<file path="config.mk">
export PLATFORM = sky130hd
export DESIGN_NAME = estimate_seq_flat
export DESIGN_NICKNAME = d
export VERILOG_FILES = /design/src/rtl/estimate_seq_if.sv /design/src/rtl/estimate_seq.sv /design/src/flat_wrapper.sv
export SDC_FILE = /design/constraint.sdc
export NUM_CORES = 1
export LEC_CHECK = 0
export CORE_MARGIN = 5
export CORE_UTILIZATION = 25
export CTS_CLUSTER_SIZE = 40
export DETAILED_ROUTE_END_ITERATION = 10
export PLACE_DENSITY = 0.48
export SLEW_MARGIN = 10
export SYNTH_ARGS = -nofsm -noshare
export SYNTH_HDL_FRONTEND = slang
export SYNTH_SLANG_ARGS = --single-unit
</file>
<file path="constraint.sdc">
create_clock -name clk -period 8.8 [get_ports clk]
set_input_delay 1.32 -clock clk [delete_from_list [all_inputs] [get_ports clk]]
set_output_delay 1.32 -clock clk [all_outputs]
set_load 0.02 [all_outputs]
</file>
<file path="src/rtl/estimate_seq_if.sv">
// rtl/estimate_seq_if.sv - host/array signal bundle for the estimate array sequencer
interface estimate_seq_if #(
    parameter int ADDR_W = 16,
    parameter int CNT_W  = 16
);
    logic              start;
    logic              cfg_mode8;
    logic [ADDR_W-1:0] cfg_base;
    logic [CNT_W-1:0]  cfg_nacc;
    logic [CNT_W-1:0]  cfg_npool;
    logic [CNT_W-1:0]  cfg_ngrp;
    logic              in_valid;
    logic [31:0]       in_data;
    logic              in_ready;
    logic [2:0]        com;
    logic [ADDR_W-1:0] addr;
    logic [31:0]       data;
    logic [31:0]       activ;
    logic              out_valid;
    logic [31:0]       out_data;
    logic              out_ready;
    logic              busy;
    logic              done;

    modport master (
        input  start, cfg_mode8, cfg_base, cfg_nacc, cfg_npool, cfg_ngrp,
        input  in_valid, in_data, activ, out_ready,
        output in_ready, com, addr, data, out_valid, out_data, busy, done
    );

    modport slave (
        output start, cfg_mode8, cfg_base, cfg_nacc, cfg_npool, cfg_ngrp,
        output in_valid, in_data, activ, out_ready,
        input  in_ready, com, addr, data, out_valid, out_data, busy, done
    );
endinterface

</file>
<file path="src/rtl/estimate_seq.sv">
// rtl/estimate_seq.sv - command sequencer driving the 32-lane estimate array
module estimate_seq #(
    parameter int ADDR_W    = 16,
    parameter int CNT_W     = 16,
    parameter int ACTIV_LAT = 3
) (
    input  logic           clk,
    input  logic           reset,
    estimate_seq_if.master bus
);
    localparam int WCNT_W = (ACTIV_LAT > 1) ? $clog2(ACTIV_LAT) : 1;

    localparam logic [2:0] S_IDLE = 3'd0;
    localparam logic [2:0] S_INI  = 3'd1;
    localparam logic [2:0] S_ACC  = 3'd2;
    localparam logic [2:0] S_POOL = 3'd3;
    localparam logic [2:0] S_NORM = 3'd4;
    localparam logic [2:0] S_ACTV = 3'd5;
    localparam logic [2:0] S_WAIT = 3'd6;
    localparam logic [2:0] S_OUT  = 3'd7;

    localparam logic [2:0] CMD_INI   = 3'd0;
    localparam logic [2:0] CMD_ACC   = 3'd1;
    localparam logic [2:0] CMD_POOL  = 3'd2;
    localparam logic [2:0] CMD_NORM  = 3'd3;
    localparam logic [2:0] CMD_ACTIV = 3'd4;
    localparam logic [2:0] CMD_ACC8  = 3'd5;
    localparam logic [2:0] CMD_NORM8 = 3'd6;
    localparam logic [2:0] CMD_NOP   = 3'd7;

    logic [2:0]        state_q, state_d;
    logic              mode8_q, mode8_d;
    logic [CNT_W-1:0]  nacc_q, nacc_d;
    logic [CNT_W-1:0]  npool_q, npool_d;
    logic [CNT_W-1:0]  ngrp_q, ngrp_d;
    logic [ADDR_W-1:0] gbase_q, gbase_d;
    logic [CNT_W-1:0]  k_q, k_d;
    logic [CNT_W-1:0]  win_q, win_d;
    logic [CNT_W-1:0]  grp_q, grp_d;
    logic [WCNT_W-1:0] wcnt_q, wcnt_d;
    logic [2:0]        com_q, com_d;
    logic [ADDR_W-1:0] addr_q, addr_d;
    logic [31:0]       data_q, data_d;
    logic              out_valid_q, out_valid_d;
    logic [31:0]       out_data_q, out_data_d;
    logic              busy_q, busy_d;
    logic              done_q, done_d;

    logic [CNT_W-1:0]  k_inc, win_inc, grp_inc;
    logic              cfg_zero;

    // k never exceeds nacc, so the max-count case cannot wrap before the compare
    assign k_inc    = k_q + CNT_W'(1);
    assign win_inc  = win_q + CNT_W'(1);
    assign grp_inc  = grp_q + CNT_W'(1);
    assign cfg_zero = (bus.cfg_nacc == '0) || (bus.cfg_npool == '0) || (bus.cfg_ngrp == '0);

    always_comb begin
        state_d     = state_q;
        mode8_d     = mode8_q;
        nacc_d      = nacc_q;
        npool_d     = npool_q;
        ngrp_d      = ngrp_q;
        gbase_d     = gbase_q;
        k_d         = k_q;
        win_d       = win_q;
        grp_d       = grp_q;
        wcnt_d      = wcnt_q;
        com_d       = CMD_NOP;
        addr_d      = addr_q;
        data_d      = data_q;
        out_valid_d = out_valid_q;
        out_data_d  = out_data_q;
        busy_d      = busy_q;
        done_d      = 1'b0;
        case (state_q)
            S_IDLE: begin
                if (bus.start) begin
                    if (cfg_zero) begin
                        done_d = 1'b1;
                    end else begin
                        mode8_d = bus.cfg_mode8;
                        nacc_d  = bus.cfg_nacc;
                        npool_d = bus.cfg_npool;
                        ngrp_d  = bus.cfg_ngrp;
                        gbase_d = bus.cfg_base;
                        grp_d   = '0;
                        busy_d  = 1'b1;
                        state_d = S_INI;
                    end
                end
            end
            S_INI: begin
                com_d   = CMD_INI;
                addr_d  = gbase_q;
                data_d  = '0;
                k_d     = '0;
                win_d   = '0;
                state_d = S_ACC;
            end
            S_ACC: begin
                if (bus.in_valid) begin
                    com_d  = mode8_q ? CMD_ACC8 : CMD_ACC;
                    addr_d = gbase_q + ADDR_W'(k_q);
                    data_d = bus.in_data;
                    k_d    = k_inc;
                    if (k_inc == nacc_q) state_d = S_POOL;
                end
            end
            S_POOL: begin
                com_d   = CMD_POOL;
                addr_d  = gbase_q;
                data_d  = '0;
                k_d     = '0;
                win_d   = win_inc;
                state_d = (win_inc == npool_q) ? S_NORM : S_ACC;
            end
            S_NORM: begin
                com_d   = mode8_q ? CMD_NORM8 : CMD_NORM;
                addr_d  = gbase_q + ADDR_W'(nacc_q);
                state_d = S_ACTV;
            end
            S_ACTV: begin
                com_d   = CMD_ACTIV;
                wcnt_d  = '0;
                state_d = S_WAIT;
            end
            S_WAIT: begin
                // activ is sampled on the last wait cycle so out_valid lands ACTIV_LAT after ACTIV
                if (wcnt_q == WCNT_W'(ACTIV_LAT - 1)) begin
                    out_data_d  = bus.activ;
                    out_valid_d = 1'b1;
                    state_d     = S_OUT;
                end else begin
                    wcnt_d = wcnt_q + WCNT_W'(1);
                end
            end
            S_OUT: begin
                if (bus.out_ready) begin
                    out_valid_d = 1'b0;
                    gbase_d     = gbase_q + ADDR_W'(nacc_q) + ADDR_W'(1);
                    grp_d       = grp_inc;
                    if (grp_inc == ngrp_q) begin
                        busy_d  = 1'b0;
                        done_d  = 1'b1;
                        state_d = S_IDLE;
                    end else begin
                        state_d = S_INI;
                    end
                end
            end
            default: state_d = S_IDLE;
        endcase
    end

    always_ff @(posedge clk or posedge reset) begin
        if (reset) begin
            state_q     <= S_IDLE;
            mode8_q     <= 1'b0;
            nacc_q      <= '0;
            npool_q     <= '0;
            ngrp_q      <= '0;
            gbase_q     <= '0;
            k_q         <= '0;
            win_q       <= '0;
            grp_q       <= '0;
            wcnt_q      <= '0;
            com_q       <= CMD_NOP;
            addr_q      <= '0;
            data_q      <= '0;
            out_valid_q <= 1'b0;
            out_data_q  <= '0;
            busy_q      <= 1'b0;
            done_q      <= 1'b0;
        end else begin
            state_q     <= state_d;
            mode8_q     <= mode8_d;
            nacc_q      <= nacc_d;
            npool_q     <= npool_d;
            ngrp_q      <= ngrp_d;
            gbase_q     <= gbase_d;
            k_q         <= k_d;
            win_q       <= win_d;
            grp_q       <= grp_d;
            wcnt_q      <= wcnt_d;
            com_q       <= com_d;
            addr_q      <= addr_d;
            data_q      <= data_d;
            out_valid_q <= out_valid_d;
            out_data_q  <= out_data_d;
            busy_q      <= busy_d;
            done_q      <= done_d;
        end
    end

    assign bus.in_ready  = (state_q == S_ACC);
    assign bus.com       = com_q;
    assign bus.addr      = addr_q;
    assign bus.data      = data_q;
    assign bus.out_valid = out_valid_q;
    assign bus.out_data  = out_data_q;
    assign bus.busy      = busy_q;
    assign bus.done      = done_q;
endmodule

</file>
<file path="src/flat_wrapper.sv">
// flat-port wrapper written by rule: the top's interface ports become plain ports
module estimate_seq_flat 
#(
    parameter int ADDR_W    = 16,
    parameter int CNT_W     = 16,
    parameter int ACTIV_LAT = 3
)
  (clk, reset, bus_start, bus_cfg_mode8, bus_cfg_base, bus_cfg_nacc, bus_cfg_npool, bus_cfg_ngrp, bus_in_valid, bus_in_data, bus_activ, bus_out_ready, bus_in_ready, bus_com, bus_addr, bus_data, bus_out_valid, bus_out_data, bus_busy, bus_done);
  estimate_seq_if #(.ADDR_W(ADDR_W), .CNT_W(CNT_W)) bus_i ();
  input  logic clk;
  input  logic reset;
  input wire logic [$bits(bus_i.start)-1:0] bus_start;
  input wire logic [$bits(bus_i.cfg_mode8)-1:0] bus_cfg_mode8;
  input wire logic [$bits(bus_i.cfg_base)-1:0] bus_cfg_base;
  input wire logic [$bits(bus_i.cfg_nacc)-1:0] bus_cfg_nacc;
  input wire logic [$bits(bus_i.cfg_npool)-1:0] bus_cfg_npool;
  input wire logic [$bits(bus_i.cfg_ngrp)-1:0] bus_cfg_ngrp;
  input wire logic [$bits(bus_i.in_valid)-1:0] bus_in_valid;
  input wire logic [$bits(bus_i.in_data)-1:0] bus_in_data;
  input wire logic [$bits(bus_i.activ)-1:0] bus_activ;
  input wire logic [$bits(bus_i.out_ready)-1:0] bus_out_ready;
  output wire logic [$bits(bus_i.in_ready)-1:0] bus_in_ready;
  output wire logic [$bits(bus_i.com)-1:0] bus_com;
  output wire logic [$bits(bus_i.addr)-1:0] bus_addr;
  output wire logic [$bits(bus_i.data)-1:0] bus_data;
  output wire logic [$bits(bus_i.out_valid)-1:0] bus_out_valid;
  output wire logic [$bits(bus_i.out_data)-1:0] bus_out_data;
  output wire logic [$bits(bus_i.busy)-1:0] bus_busy;
  output wire logic [$bits(bus_i.done)-1:0] bus_done;
  assign bus_i.start = bus_start;
  assign bus_i.cfg_mode8 = bus_cfg_mode8;
  assign bus_i.cfg_base = bus_cfg_base;
  assign bus_i.cfg_nacc = bus_cfg_nacc;
  assign bus_i.cfg_npool = bus_cfg_npool;
  assign bus_i.cfg_ngrp = bus_cfg_ngrp;
  assign bus_i.in_valid = bus_in_valid;
  assign bus_i.in_data = bus_in_data;
  assign bus_i.activ = bus_activ;
  assign bus_i.out_ready = bus_out_ready;
  assign bus_in_ready = bus_i.in_ready;
  assign bus_com = bus_i.com;
  assign bus_addr = bus_i.addr;
  assign bus_data = bus_i.data;
  assign bus_out_valid = bus_i.out_valid;
  assign bus_out_data = bus_i.out_data;
  assign bus_busy = bus_i.busy;
  assign bus_done = bus_i.done;
  estimate_seq #(.ADDR_W(ADDR_W), .CNT_W(CNT_W), .ACTIV_LAT(ACTIV_LAT)) u_core (.clk(clk), .reset(reset), .bus(bus_i));
endmodule
</file>
* Yosys cells after proc, flatten, opt, wreduce, memory -nomap -nowiden
Index checks and enable logic that the tools add are counted.
** Storage, ports and cells
- Bits in registers :: 204
- Output and inout port bits :: 87
- Logic and storage cells :: 109
** Operators by class
- Add/subtract/negate cells :: 7
- Eq/ne operators :: 19
- Muxes and demuxes :: 43
- Bitwise gates (word level) :: 1
- Reductions and logical operators :: 22
** Operators by type and width (number)
- 16-bit two-way mux :: 8
- 16-bit case mux with 2 select lines :: 4
- 16-bit by 1-bit adder with 16-bit output (second input constant) :: 4
- 32-bit case mux with 2 select lines :: 1
- 16-bit equality test :: 3
- 16-bit zero test :: 3
- 16-bit case mux with 3 select lines :: 1
- 16-bit adder :: 2
- 32-bit two-way mux :: 1
- 3-bit two-way mux :: 10
- 3-bit case mux with 8 select lines :: 1
- 3-bit case mux with 5 select lines :: 1
- 3-bit equality test (second input constant) :: 4
- 1-bit two-way mux :: 11
- 2-bit inequality test (second input constant) :: 5
- 2-bit nonzero test :: 5
- 2-bit AND reduction :: 4
- 3-bit by 2-bit equality test with 1-bit output (second input constant) :: 2
- 2-bit by 1-bit inequality test with 1-bit output (second input constant) :: 3
- 1-bit case mux with 2 select lines :: 3
- 3-bit AND reduction :: 2
- 6-bit AND reduction :: 1
- 5-bit AND reduction :: 1
- 2-bit case mux with 2 select lines :: 1
- other kinds (10) :: 11

* Longest topological paths before layout
- Depth in word-level cells :: 6
- Depth in mapped cells :: 11

* Worst setup path after synthesis
Ideal clock, no wire load.
- Path type :: input to register
- Start :: input port bus_cfg_npool[3]
- End :: register u_core.gbase_q[3]
- Library setup time :: 0.136 ns
- Arrival :: 2.823 ns
- Required time :: 8.664 ns
- Slack :: 5.841 ns
- Stages on the path :: 8
- Cells stage by stage :: nor4_1 nand4_1 and3_1 nand4_1 inv_1 nor2_1 clkbuf_1 o21ai_0
** On the way
- Longest elaborated chain between the ends :: 5
** Ends and longest elaborated chain
- start: declaration :: RTL line flat_wrapper.sv:16 : input wire logic [$bits(bus_i.cfg_npool)-1:0] bus_cfg_npool;
- 16-bit zero test :: RTL line estimate_seq.sv:56 : assign cfg_zero = (bus.cfg_nacc == '0) || (bus.cfg_npool == '0) || (bus.cfg_ngrp == '0);
- 1-bit logical OR (2 in a row) :: RTL line estimate_seq.sv:56
- 2-bit inequality test (no source line)
- 4-bit AND reduction (no source line)
- end signal: assignment :: RTL line estimate_seq.sv:181 : gbase_q <= gbase_d;
- end: declaration :: RTL line estimate_seq.sv:36 : logic [ADDR_W-1:0] gbase_q, gbase_d;
No other way between the ends.
A chain may end at the register's enable or synchronous reset.

* Worst setup path in the final report
- Start :: input port bus_cfg_nacc[0]
- End :: register u_core.grp_q[3]
** On the way
- Longest elaborated chain between the ends :: 5
** Ends and longest elaborated chain
- start: declaration :: RTL line flat_wrapper.sv:15 : input wire logic [$bits(bus_i.cfg_nacc)-1:0] bus_cfg_nacc;
- 16-bit zero test :: RTL line estimate_seq.sv:56
- 1-bit logical OR (2 in a row) :: RTL line estimate_seq.sv:56
- 2-bit inequality test (no source line)
- 4-bit AND reduction (no source line)
- end signal: assignment :: RTL line estimate_seq.sv:184 : grp_q <= grp_d;
- end: declaration :: RTL line estimate_seq.sv:39 : logic [CNT_W-1:0] grp_q, grp_d;
No other way between the ends.

==> flow_metrics.tcl <==
set metrics [dict create \
    status "finished, final reports clean" \
    synth-edff-count 0 \
    ir_worst_vdd_v 0.000162 \
    r2r-start "u_core.nacc_q[0]" \
    vias 10731 \
    die_x_microns 228 \
    maxCapViolCount 0 \
    hp-start "u_core.npool_q[0]" \
    ys_types 81 \
    required_ns 9.25 \
    clk_latency_ns 0.56 \
    antenna_found_initial 0 \
    post_cts_buffers 0 \
    slowest_stage "nor4_1" \
    start_kind "primary input" \
    synth_nets 1533 \
    grt_setup_unrepaired "no" \
    synth_ff_type "dfrtp_1" \
    synth.top_cell.area_share 0.422 \
    finalCriticalPeriod_ns 4.40 \
    cp.arrival_ns 4.85 \
    grt_pass1_vias 10713 \
    grt_start_max_net_pins 134 \
    tightestPinTransition_ns 1.04 \
    end_kind "flip-flop" \
    path_clk_slew_ns 0.06 \
    path_max_fanout 54 \
    cts_tree "yes" \
    cts_buffers 28 \
    fin_area_sq_um 15600 \
    place.gp.congestion 0.843 \
    finish.utilization 0.329 \
    io_pins 221 \
    cts_resized 0 \
    clockRootBuffer "clkbuf_16" \
    synth_seq_area_share 0.429 \
    fin_crit_sh 0.500 \
    syn2layout_area_growth_pct 31.3 \
    syn_avg_cell_area_sq_um 8.74 \
    portBuffers 220 \
    synth_common_cells "nand2_1 (309), dfrtp_1 (201), o21ai_0 (101)" \
    start_util 0.251 \
    viasPerCell 4.90 \
    fmax_mhz 227 \
    cts_sinks 204 \
    core_sq_um 47400 \
    async_flop_share 1.00 \
    cts_buffer_depth 3 \
    drt-total-wl_mm 40.4 \
    place_area_sq_um 14700 \
    postRouteAntennaNets 0 \
    synth_area_leader_cell "dfrtp_1" \
    p_per_area_nw_per_um2 352 \
    wl_per_cell_microns 18.5 \
    synthTopCellsByArea "dfrtp_1 (42%), nand2_1 (9.7%), xnor2_1 (4.5%)" \
    path_delay_family "simple AND/OR/NAND/NOR gates" \
    grt_use_total 0.150 \
    cp_cell_sequence "clkdlybuf4s50_1 -> nor4_1 -> nand4_1 -> and3_1 -> nand4_1 -> buf_4 -> nand2_1 -> o21ai_0 -> nand2_1 -> o31ai_1" \
    ys_ff_latch 204 \
    drc_errors 0 \
    num_rows 80 \
    yosysWarnings 0 \
    worst-path-buf-inv 2 \
    syn_inst 1362 \
    fp.dieH_microns 228 \
    crit_type "primary input to flip-flop" \
    crit_path_start "bus_cfg_nacc[0]" \
    relSlewSlack 0.299 \
    drtIter0Drc 633 \
    report.final.slew_viol_count 0 \
    grt_pass1_wl_mm 63.5 \
    slowest_delay_ns 0.91 \
    setup_violations 0 \
    diodes 0 \
    finalNetCount 1725 \
    hold_violations 0 \
    p_leak_nw 6.69 \
    synth_area_sq_um 11900 \
    final.setup.tns_ns 0 \
    cts_hold_buf 0 \
    drive_gt1_frac 0.0769 \
    die_area_sq_um 52100 \
    grt_remaining_overflow 0 \
    fin_skew_ns 0.0142 \
    synth.most_common_cell "nand2_1" \
    hold_class "flip-flop to flip-flop" \
    htree_num_levels 1 \
    dp_hpwl_mm 29.0 \
    first_pass_iters 4 \
]
-- cells by family (layout without fill, tap and decap cells) --
logic type | after synthesis | count (layout) | synth area share
and+or+nand+nor | 592 | 592 | 0.227
DFF | 204 | 204 | 0.429
AOI/OAI and AO/OA | 286 | 286 | 0.155
buffers and inverters | 94 | 305 | 0.0303
muxes | 45 | 45 | 0.0416
adders and majority gates | 38 | 38 | 0.0410
xor gates and xnor gates | 103 | 103 | 0.0764
-- through the flow --
stage / hold slack [ns] / power (mW) / setup slack (ns) / std cells
2_1_floorplan: 0.466 / 3.40 / 1.92 / 1362
3_3_place_gp: 0.478 / 4.38 / 3.85 / 2139
3_5_place_dp: 0.488 / 4.41 / 3.82 / 2139
4_1_cts: 0.501 / 5.59 / 4.41 / 2188
5_1_grt: 0.516 / 5.92 / 4.10 / 2188
6_report: 0.497 / 5.50 / 4.40 / 2188
-- tightest hold or removal path: cells and delay by family, from the launching register on --
family	cells	cell delay, ns
flip-flops	1	0.36
AND/OR/NAND/NOR	2	0.10
-- worst paths after layout --
| kind | endpoint | slack, ns | cells after the start |
|---|---|---|---|
| hold reg to reg | u_core.npool_q[0] | 0.50 | 2 |
| hold / removal | u_core.npool_q[0] | 0.50 | 2 |
| max in group asynchronous | u_core.bus.out_data[28] | 5.84 | 3 |
| setup / recovery | u_core.grp_q[3] | 4.40 | 10 |
| setup reg to reg | u_core.gbase_q[15] | 5.39 | 10 |
| min in group asynchronous | u_core.bus.data[28] | 1.37 | 2 |
-- layout by cell type (no fill, tap or decap), types with 19 or more instances in the layout --
cell type	instances
a21oi_1	56
a31oi_1	19
and3_1	20
clkbuf_16	28
clkdlybuf4s50_1	220
dfrtp_1	201
ha_1	35
inv_1	20
mux2_2	35
nand2_1	308
nand3_1	81
nor2_1	65
nor3_1	23
o21ai_0	101
o31ai_1	26
xnor2_1	61
xor2_1	41
-- power by group --
group / switching, mW / total (mW) / internal, mW
combinational: 1.58 / 2.75 / 1.17
clock: 0.433 / 1.12 / 0.692
sequential: 0.340 / 1.63 / 1.29
-- per-layer routing --
metal / vias to the layer above / wire length, microns / GRT usage
li1: 5203 / - / -
met1: 5224 / 18600 / 0.205
met2: 255 / 18900 / 0.247
met3: 49 / 2140 / 0.0290
met4: 0 / 744 / 0.0333
met5: - / 0 / 0
-- sequential cells by signal (all words and copies together), names as in the netlist, 2 cells and up --
signal / count
u_core.nacc_q: 16
u_core.wcnt_q: 2
u_core.state_q: 3
u_core.bus.addr: 16
u_core.npool_q: 16
u_core.grp_q: 16
u_core.bus.com: 3
u_core.k_q: 16
u_core.gbase_q: 16
u_core.win_q: 16
u_core.bus.data: 32
u_core.bus.out_data: 32
u_core.ngrp_q: 16
-- area by class of cell --
cell class | instances | area, sq um
Timing Repair Buffer | 233 | 2300
Inverter | 23 | 93.8
Multi-Input combinational cell | 1064 | 6450
Fill cell | 4959 | 31800
Clock inverter | 5 | 88.8
Tap cell | 615 | 769
Sequential cell | 204 | 5110
Clock buffer | 44 | 821
Power figures use the tool's default switching activity.
